$ cat config.mk
export PLATFORM = sky130hd
export DESIGN_NAME = serial_negate_unit
export DESIGN_NICKNAME = d
export VERILOG_FILES = /design/src/rtl/serial_negate_unit.sv
export SDC_FILE = /design/constraint.sdc
export NUM_CORES = 1
export LEC_CHECK = 0
export ABC_AREA = 1
export ABC_CLOCK_PERIOD_IN_PS = 5600
export CORE_MARGIN = 3
export CORE_UTILIZATION = 60
export CTS_CLUSTER_DIAMETER = 120
export CTS_CLUSTER_SIZE = 12
export DETAILED_ROUTE_END_ITERATION = 8
export DONT_BUFFER_PORTS = 1
export GPL_TIMING_DRIVEN = 0
export PLACE_DENSITY = 0.76
export SLEW_MARGIN = 20
export SYNTH_ARGS = -nofsm -noshare
export SYNTH_HDL_FRONTEND = slang
export SYNTH_SLANG_ARGS = --single-unit
$ cat constraint.sdc
create_clock -name clk -period 5.6 [get_ports clk]
set_input_delay 1.4 -clock clk [delete_from_list [all_inputs] [get_ports clk]]
set_output_delay 1.4 -clock clk [all_outputs]
set_load 0.02 [all_outputs]
$ cat src/rtl/serial_negate_unit.sv
// Digit-serial two's-complement pass/negate/abs/one's-complement unit.
// One operand per valid/ready transaction, DIGIT bits per cycle LSB first, carry held in a flop.
module serial_negate_unit #(
    parameter int WIDTH = 6,
    parameter int DIGIT = 2
) (
    input  logic             clk,
    input  logic             rst_n,
    input  logic             in_valid,
    output logic             in_ready,
    input  logic [WIDTH-1:0] a,
    input  logic [1:0]       mode,
    output logic             out_valid,
    input  logic             out_ready,
    output logic [WIDTH-1:0] s,
    output logic             ovf,
    output logic             zero
);
    localparam int NDIG = WIDTH / DIGIT;
    localparam int CW   = (NDIG > 1) ? $clog2(NDIG) : 1;

    typedef enum logic [1:0] {IDLE, BUSY, DONE} state_t;

    state_t           state_reg;
    logic [WIDTH-1:0] a_reg;
    logic [WIDTH-1:0] s_reg;
    logic [WIDTH-1:0] s_next;
    logic             inv_reg;
    logic             cin_reg;
    logic             carry_reg;
    logic [CW-1:0]    cnt_reg;
    logic             ovf_reg;
    logic             zero_reg;
    logic             out_valid_reg;

    logic             dec_inv;
    logic             dec_cin;
    logic [DIGIT-1:0] digit_a;
    logic [DIGIT:0]   digit_sum;
    logic             last_digit;

    always_comb begin
        dec_inv = 1'b0;
        dec_cin = 1'b0;
        case (mode)
            2'b00: begin dec_inv = 1'b0;       dec_cin = 1'b0;       end
            2'b01: begin dec_inv = 1'b1;       dec_cin = 1'b1;       end
            2'b10: begin dec_inv = a[WIDTH-1]; dec_cin = a[WIDTH-1]; end
            default: begin dec_inv = 1'b1;     dec_cin = 1'b0;       end
        endcase
    end

    always_comb begin
        digit_a = '0;
        for (int k = 0; k < NDIG; k++) begin
            if (cnt_reg == CW'(k)) begin
                digit_a = a_reg[k*DIGIT +: DIGIT];
            end
        end
    end

    // One extra bit on the adder captures the carry into the next digit.
    assign digit_sum  = {1'b0, (inv_reg ? ~digit_a : digit_a)} + {{DIGIT{1'b0}}, carry_reg};
    assign last_digit = (cnt_reg == CW'(NDIG - 1));

    genvar gi;
    generate
        for (gi = 0; gi < NDIG; gi++) begin : g_digit
            assign s_next[gi*DIGIT +: DIGIT] = (cnt_reg == CW'(gi)) ? digit_sum[DIGIT-1:0]
                                                                     : s_reg[gi*DIGIT +: DIGIT];
        end
    endgenerate

    always_ff @(posedge clk or negedge rst_n) begin
        if (!rst_n) begin
            state_reg     <= IDLE;
            a_reg         <= '0;
            s_reg         <= '0;
            inv_reg       <= 1'b0;
            cin_reg       <= 1'b0;
            carry_reg     <= 1'b0;
            cnt_reg       <= '0;
            ovf_reg       <= 1'b0;
            zero_reg      <= 1'b0;
            out_valid_reg <= 1'b0;
        end else begin
            case (state_reg)
                IDLE: begin
                    if (in_valid) begin
                        a_reg     <= a;
                        inv_reg   <= dec_inv;
                        cin_reg   <= dec_cin;
                        carry_reg <= dec_cin;
                        cnt_reg   <= '0;
                        s_reg     <= '0;
                        state_reg <= BUSY;
                    end
                end
                BUSY: begin
                    s_reg     <= s_next;
                    carry_reg <= digit_sum[DIGIT];
                    cnt_reg   <= cnt_reg + 1'b1;
                    if (last_digit) begin
                        // Flags use the completed result, including the digit written this cycle.
                        ovf_reg       <= inv_reg & cin_reg & a_reg[WIDTH-1] & s_next[WIDTH-1];
                        zero_reg      <= ~|s_next;
                        out_valid_reg <= 1'b1;
                        state_reg     <= DONE;
                    end
                end
                DONE: begin
                    if (out_ready) begin
                        out_valid_reg <= 1'b0;
                        state_reg     <= IDLE;
                    end
                end
                default: state_reg <= IDLE;
            endcase
        end
    end

    assign in_ready  = (state_reg == IDLE);
    assign out_valid = out_valid_reg;
    assign s         = s_reg;
    assign ovf       = ovf_reg;
    assign zero      = zero_reg;

endmodule

==> out/summary.txt, run 1 <==
=======================================================================================
Run status ............................................................... finished clean
Instance count on the critical path ......................................            1
Total CTS buffers ........................................................            3
Power density relative to cell area ...................................... 578.2 mW/mm^2
XOR/XNOR share of the synthesized area ...................................            0
DR vias/cell .............................................................        5.424
Nets@finish ..............................................................          167
Ordered cell list for the critical path ..................................       nor2_4
Top-level port count .....................................................           22
Area of the die .......................................................... 0.002518 mm^2
CORE AREA ................................................................ 0.001783 mm^2
Number of buffers added to fix hold violations after cts .................            0
Mean instance size in the synthesized netlist ............................   8.247 um^2
Path type of the worst min-delay path ....................................   reg -> reg
Diode count ..............................................................            0
Vias in the first global route ...........................................          902
Final-report setup violation count .......................................            0
CP Launch Point .......................................................... state_reg[0]
Worst setup SP type ......................................................     register
Ratio of cells with drive above 1 in the final layout ....................       0.1103
Termination of the worst setup path ......................................     in_ready
Highest attainable clock frequency .......................................    409.2 MHz
Clock tree from TritonCTS ................................................        built
Average wire per standard cell ...........................................     11.98 um
Static Leak .............................................................. 0.0006490 uW
Maximum clock skew at final layout .......................................  0.001223 ns
Number of synthesis warnings .............................................            0
Die height ...............................................................     50.18 um
Crit path buf inv count ..................................................            0
Initial core utilization .................................................       0.6568
Worst path required time .................................................      4.20 ns
Simple-gate area share of the yosys netlist ..............................       0.2799
Clock network fraction of total power ....................................        0.101
Cell depth of the worst flop-to-flop path ................................           13
Post-CTS Repair Setup Buffers ............................................            0
Post-DRT Antenna Nets ....................................................            0
Router iterations before antenna repair ..................................            4
Largest voltage drop on the vdd net ......................................    0.3493 mV
Overall Global Routing Usage .............................................       0.1977
Total negative setup slack ...............................................         0 ns
Dominant delay contributor by cell family on the critical path ...........   flip-flops
Number of fillers in the final layout ....................................          146
Combinational family with the most area after synthesis .................. simple AND/OR/NAND/NOR gates
Startpoint of the worst-slack reg-to-reg timing path .....................   cnt_reg[0]
Number of antenna violations at the first check in global routing ........            0
Switching part of the total power ........................................       0.4791
Gate power share .........................................................        0.482
Relative slew slack ......................................................       0.7667
Pins over their slew limit ...............................................            0
Clk slew on worst S/H paths ..............................................      0.12 ns
Cell count after synthesis ...............................................          142
WL final .................................................................     2.037 mm
Final core occ ...........................................................       0.6870
Pin count of the biggest net entering global routing .....................           23
Number of violations of the max-capacitance limit ........................            0
Portion of synthesized cell area occupied by the leading cell type .......       0.4701
Highest cell delay on the worst timing path ..............................      0.49 ns
Distinct cell type count after synthesis .................................           22
Count of final hold-check violations .....................................            0
Largest driver fanout on the critical path ...............................            6
Yosys reg bits ...........................................................           22
Data arrival time at the worst-slack endpoint ............................      1.04 ns
Post-synth net total .....................................................          162
Total DRC errors in the routed layout ....................................            0
Switching power ..........................................................     339.3 uW
Sequential fraction of the synthesis area ................................       0.4701
Vias after detailed routing ..............................................          922
Post-cts resize count ....................................................            0
Internal power contribution ..............................................     368.9 uW
First-pass GRT wire length ...............................................     3.788 mm
Ranking of synthesized cells by area ..................................... sky130_fd_sc_hd__dfrtp_1, sky130_fd_sc_hd__nand2_1, sky130_fd_sc_hd__ha_1
# port buffers ...........................................................            0
Worst slew pin tran ......................................................    0.3463 ns
Htree depth ..............................................................            1
Endpoint of the most critical register-to-register path ..................          ovf
Leading area contributor after synthesis ................................. sky130_fd_sc_hd__dfrtp_1
Deepest clock path buffer count ..........................................            2
Number of clock sinks seen by CTS ........................................           22
Cell Rows ................................................................           15
Cell Area, Synth ......................................................... 0.001171 mm^2
Die W ....................................................................     50.18 um
Capturing element type of the critical path ..............................   output pin
Synth Area in Compound Gates .............................................       0.1026
Flop2flop setup slack ....................................................      3.27 ns
Clock tree root driver cell .............................................. sky130_fd_sc_hd__clkbuf_4
Clk_lat worst skew .......................................................      0.30 ns
Multiplexer share of the synthesized area ................................            0
Synth Area in Adders .....................................................      0.08547
Fin crit period ..........................................................     2.444 ns
Unrepaired setup endpoints after global routing ..........................        false
Worst min-delay path startpoint ..........................................     a_reg[0]
Post-DP HPWL .............................................................     1.536 mm
Share of the clock period used by the worst path .........................       0.4363
Overflow after GRT .......................................................            0
Reg power frac ...........................................................        0.417
Cell with the largest stage delay on the worst path ...................... sky130_fd_sc_hd__dfrtp_1
Category of the critical setup timing path ...............................   reg -> out
Area growth from synthesis to layout .....................................       4.594%
Number of violations reported at the end of detailed-routing iteration 0 .           20
Last weighted congestion value of the routability-driven placer ..........       0.8531
=======================================================================================
worst min-delay path by stage:
stage	slack, ns	to	depth (start not counted)
6_report	0.50	a_reg[0]	2
5_1_grt	0.54	a_reg[2]	2
4_1_cts	0.50	a_reg[0]	2
3_5_place_dp	0.47	a_reg[3]	2
3_3_place_gp	0.46	a_reg[4]	2
2_1_floorplan	0.44	a_reg[4]	2
synthesized netlist by cell type:
| cell type | number |
|---|---|
| sky130_fd_sc_hd__ha_1 | 8 |
| sky130_fd_sc_hd__o21ai_0 | 4 |
| sky130_fd_sc_hd__nand2_1 | 55 |
| sky130_fd_sc_hd__a21o_1 | 1 |
| sky130_fd_sc_hd__clkinv_4 | 1 |
| sky130_fd_sc_hd__o21ai_2 | 2 |
| sky130_fd_sc_hd__inv_4 | 1 |
| sky130_fd_sc_hd__nand2_2 | 1 |
| sky130_fd_sc_hd__inv_1 | 11 |
| sky130_fd_sc_hd__nor2_1 | 4 |
| sky130_fd_sc_hd__o21ai_1 | 7 |
| sky130_fd_sc_hd__or2_1 | 2 |
| sky130_fd_sc_hd__nand2_4 | 1 |
| sky130_fd_sc_hd__nor2_4 | 1 |
| sky130_fd_sc_hd__buf_2 | 1 |
| sky130_fd_sc_hd__nand3_2 | 2 |
| sky130_fd_sc_hd__nand3_1 | 9 |
| sky130_fd_sc_hd__a21oi_1 | 3 |
| sky130_fd_sc_hd__a22o_1 | 2 |
| sky130_fd_sc_hd__dfrtp_1 | 22 |
| sky130_fd_sc_hd__inv_2 | 3 |
| sky130_fd_sc_hd__o31ai_1 | 1 |
cell families (layout without fill, tap and decap cells):
group                    count (synthesis)  in the layout
buffers and inverters                   17             20
AND/OR/NAND/NOR                         75             75
flip-flops                              22             22
adder cells (fa/ha/maj)                  8              8
AO/OA/AOI/OAI                           20             20
cell usage in the layout, fill, tap and decap left out, types with 3 or more instances in the layout:
cell / n
sky130_fd_sc_hd__ha_1: 8
sky130_fd_sc_hd__o21ai_0: 4
sky130_fd_sc_hd__nand2_1: 55
sky130_fd_sc_hd__nand3_1: 9
sky130_fd_sc_hd__nor2_1: 4
sky130_fd_sc_hd__inv_2: 3
sky130_fd_sc_hd__dfrtp_1: 22
sky130_fd_sc_hd__a21oi_1: 3
sky130_fd_sc_hd__inv_1: 11
sky130_fd_sc_hd__clkbuf_4: 3
sky130_fd_sc_hd__o21ai_1: 7
tightest hold or removal path, cell delays in order, from the launching register on:
cell	delay (ns)
sky130_fd_sc_hd__dfrtp_1	0.36
sky130_fd_sc_hd__nand2_1	0.06
sky130_fd_sc_hd__nand2_1	0.06
cell type report:
cell class | count | area [um^2] | share of cell area
Inverter | 16 | 67.56 | 0.05516
Buffer | 1 | 5.005 | 0.004086
Clock buffer | 3 | 22.52 | 0.01839
Tap cell | 25 | 31.28 | 0.02554
Multi-Input combinational cell | 103 | 548.0 | 0.4474
Sequential cell | 22 | 550.5 | 0.4494
stage by stage:
step	hold slack [ns]	setup slack, ns	instance area [um^2]	total power (uW)	instances
2_1_floorplan	0.4412	3.527	1171	565.7	142
3_3_place_gp	0.4560	3.353	1202	625.7	167
3_5_place_dp	0.4710	3.305	1202	638.4	167
4_1_cts	0.4989	3.152	1225	708.5	170
5_1_grt	0.5367	3.090	1225	779.5	170
6_report	0.4976	3.156	1225	708.2	170
per-layer routing:
layer / track usage / share of wire
met1: 0.2573 / 0.46
met2: 0.3152 / 0.46
met3: 0.04451 / 0.070
met4: 0.08295 / 0.011
met5: 0 / 0
power by group through the flow:
stage	clock (uW)	combinational (uW)	sequential [uW]
after global routing	76.5	396	307
after detailed placement	0	340	299
after CTS	71.2	342	296
after global placement	0	328	297
final	71.6	341	295
after floorplan	0	277	289
No activity file was read; power rests on OpenSTA's default activity.
==> run 2, diff against run 1 <==
Settings changed: ABC_CLOCK_PERIOD_IN_PS 5600 to 2100, CORE_UTILIZATION 60 to 55, PLACE_DENSITY 0.76 to 0.73.
Clock period 5.6 ns to 2.1 ns, I/O delays scaled along.
==> out/summary.txt, run 2 (synthesized netlist as in run 1, its figures left out) <==
=======================================================================================
Clock network fraction of total power ....................................        0.083   -0.018
# port buffers ...........................................................            0   unchanged
Power density relative to cell area ...................................... 1634 mW/mm^2   +180%
Number of placed cells counting well taps ................................          169   +1.2%
Share of the clock period used by the worst path .........................       0.9859
Most common cell after layout, fill and taps aside ....................... sky130_fd_sc_hd__nand2_1
Number of violations of the max-capacitance limit ........................            0   unchanged
Worst path required time .................................................      2.29 ns   -1.91 ns
Internal power contribution ..............................................      1162 uW   +210%
Top-level port count .....................................................           22   unchanged
Switching power ..........................................................      1071 uW   +220%
Average wire per standard cell ...........................................     13.78 um   +15%
DR vias/cell .............................................................        5.379   -0.83%
Die W ....................................................................     52.15 um   +3.9%
Vias in the first global route ...........................................          948   +5.1%
Vias after detailed routing ..............................................          952   +3.3%
Clock tree from TritonCTS ................................................        built
Clk slew on worst S/H paths ..............................................      0.12 ns   about the same
Data arrival time at the worst-slack endpoint ............................      2.26 ns   +1.22 ns
Number of antenna violations at the first check in global routing ........            0   unchanged
Capturing element type of the critical path ..............................     register
Number of violations reported at the end of detailed-routing iteration 0 .           36   +80%
Ordered cell list for the critical path .................................. inv_2 > ha_4 > inv_2 > or2_1 > nand2_1 > nand2_1 > nand2_1 > ha_2 > ha_4 > nand2_1 > nand2_1 > a22o_1
Category of the critical setup timing path ...............................   reg -> reg
Cell with the largest stage delay on the worst path ...................... sky130_fd_sc_hd__dfrtp_2
Last weighted congestion value of the routability-driven placer ..........       0.8187   -4.0%
Pins over their slew limit ...............................................            0   unchanged
Area of the die .......................................................... 0.002719 mm^2   +8.0%
Cell Rows ................................................................           16   +1
Number of clock sinks seen by CTS ........................................           22   unchanged
Total DRC errors in the routed layout ....................................            0   unchanged
Run status ............................................................... finished clean
Ratio of cells with drive above 1 in the final layout ....................       0.2733   +0.1630
Gate power share .........................................................        0.556   +0.074
Clock tree root driver cell .............................................. sky130_fd_sc_hd__clkbuf_4
Static Leak .............................................................. 0.0006867 uW   +5.8%
First-pass GRT wire length ...............................................     3.967 mm   +4.7%
Deepest clock path buffer count ..........................................            2   unchanged
Router iterations before antenna repair ..................................            4   unchanged
WL final .................................................................     2.439 mm   +20%
Fin cells ................................................................          177   +4.1%
Area growth from synthesis to layout .....................................       16.67%
Final-report setup violation count .......................................            0   unchanged
Maximum clock skew at final layout .......................................  0.008674 ns   +0.007450 ns
CORE AREA ................................................................ 0.001982 mm^2   +11%
Unrepaired setup endpoints after global routing ..........................         true
Count of final hold-check violations .....................................            0   unchanged
Total CTS buffers ........................................................            3   unchanged
Top library cells by usage in the layout, fill and taps aside ............ sky130_fd_sc_hd__nand2_1, sky130_fd_sc_hd__dfrtp_1, sky130_fd_sc_hd__inv_1, sky130_fd_sc_hd__nand3_1, sky130_fd_sc_hd__o21ai_1
Path type of the worst min-delay path ....................................  in -> async
Highest attainable clock frequency .......................................    483.0 MHz
Post-DRT Antenna Nets ....................................................            0   unchanged
Diode count ..............................................................            0   unchanged
Pin count of the biggest net entering global routing .....................           23   unchanged
Relative slew slack ......................................................       0.6723   -0.09440
Post-DP HPWL .............................................................     1.588 mm   +3.3%
Most common cell type on the critical path ............................... sky130_fd_sc_hd__nand2_1
Htree depth ..............................................................            1   unchanged
Clk_lat worst skew .......................................................      0.30 ns   about the same
Worst Slack Setup Final ..................................................   0.02971 ns   -3.127 ns
Reg power frac ...........................................................        0.361   -0.056
Largest driver fanout on the critical path ...............................            3   -3
Die height ...............................................................     52.15 um   +3.9%
Worst setup SP type ......................................................     register
Largest voltage drop on the vdd net ......................................    0.8897 mV   +150%
Worst slew pin tran ......................................................    0.4916 ns   +0.1453 ns
Fin crit period ..........................................................     2.070 ns
Number of fillers in the final layout ....................................          154   +5.5%
DP Worst Slack ...........................................................   -0.1875 ns   -3.493 ns
Switching part of the total power ........................................       0.4797   +0.0006163
Overall Global Routing Usage .............................................       0.1955   -0.002191
Initial core utilization .................................................       0.5909   -0.06593
Highest cell delay on the worst timing path ..............................      0.45 ns   -0.04 ns
Nets@finish ..............................................................          172   +3.0%
Overflow after GRT .......................................................            0   unchanged
=======================================================================================
==> run 2: cell count changes in the layout (fill, tap and decap cells not counted), moves of 2 or more <==
cell / delta
sky130_fd_sc_hd__a21oi_2: +2
sky130_fd_sc_hd__nand3_2: +2
sky130_fd_sc_hd__a21oi_1: -2
sky130_fd_sc_hd__ha_1: -5
sky130_fd_sc_hd__nand2_1: -5
sky130_fd_sc_hd__buf_4: +4
sky130_fd_sc_hd__nand2_2: +4
sky130_fd_sc_hd__inv_2: +2
sky130_fd_sc_hd__ha_4: +4
sky130_fd_sc_hd__inv_1: -3
sky130_fd_sc_hd__nand3_1: -2
==> run 2: power by group through the flow <==
stage | Clock (uW) | Sequential (uW) | Combinational [uW]
2_1_floorplan | 0 | 771 | 738
3_3_place_gp | 0 | 795 | 872
3_5_place_dp | 0 | 803 | 898
4_1_cts | 196 | 790 | 994
5_1_grt | 208 | 832 | 1420
6_report | 186 | 806 | 1240
==> run 2: stage by stage <==
stage                 util  instance area [um^2]  setup TNS [ns]  power (uW)  hold WS, ns
finish              0.6894                  1366               0        2233       0.1640
floorplan                -                  1171               0        1509       0.2294
global route        0.6894                  1366         -0.2217        2457       0.1875
global placement    0.6080                  1205         -0.6017        1667       0.2299
detailed placement  0.6080                  1205         -0.7805        1700       0.2300
CTS                 0.6433                  1275               0        1981       0.3047
==> run 2: area by class of cell <==
type | count | area [um^2] | share of cell area
Inverter | 16 | 70.07 | 0.05128
Sequential cell | 22 | 551.8 | 0.4038
Clock buffer | 3 | 22.52 | 0.01648
Multi-Input combinational cell | 103 | 641.9 | 0.4698
Tap cell | 27 | 33.78 | 0.02473
Timing Repair Buffer | 6 | 46.29 | 0.03388
==> run 2: path summary, 6_finish.rpt <==
path,depth (start not counted),end,from,slack [ns]
min in group clk,1,state_reg[1],out_ready,0.32
max in group asynchronous,1,cnt_reg[0],rst_n,1.58
worst min-delay path,1,s[2],rst_n,0.16
worst max-delay path,12,s[1],cnt_reg[0],0.03
worst max register to register,12,s[1],cnt_reg[0],0.03
worst min register to register,2,a_reg[4],a_reg[4],0.49
==> run 2: worst max-delay path, delay by kind of cell (launching register included) <==
| kind | cells | cell delay [ns] |
|---|---|---|
| compound gates | 1 | 0.22 |
| fa+ha+maj | 3 | 0.57 |
| buf+inv | 2 | 0.13 |
| flops | 1 | 0.45 |
| simple gates | 6 | 0.58 |
==> run 2: per-layer routing <==
metal | routed length [um] | up-vias | global-route usage
met3 | 162 | 4 | 0.03152
met4 | 19 | 0 | 0.06383
met1 | 1019 | 445 | 0.2500
li1 | - | 474 | -
met2 | 1238 | 29 | 0.3347
met5 | 0 | - | 0
==> run 2: repair_timing <==
item | 4_1_cts | 5_1_grt
pin swaps | 1 | 13
cloned | 0 | 0
buffers inserted | 2 | 3
setup endpoints to repair | 5 | 5
resized for setup | 5 | 24
hold buffers | 1 | 0
endpoints found under the hold margin | 22 | 0
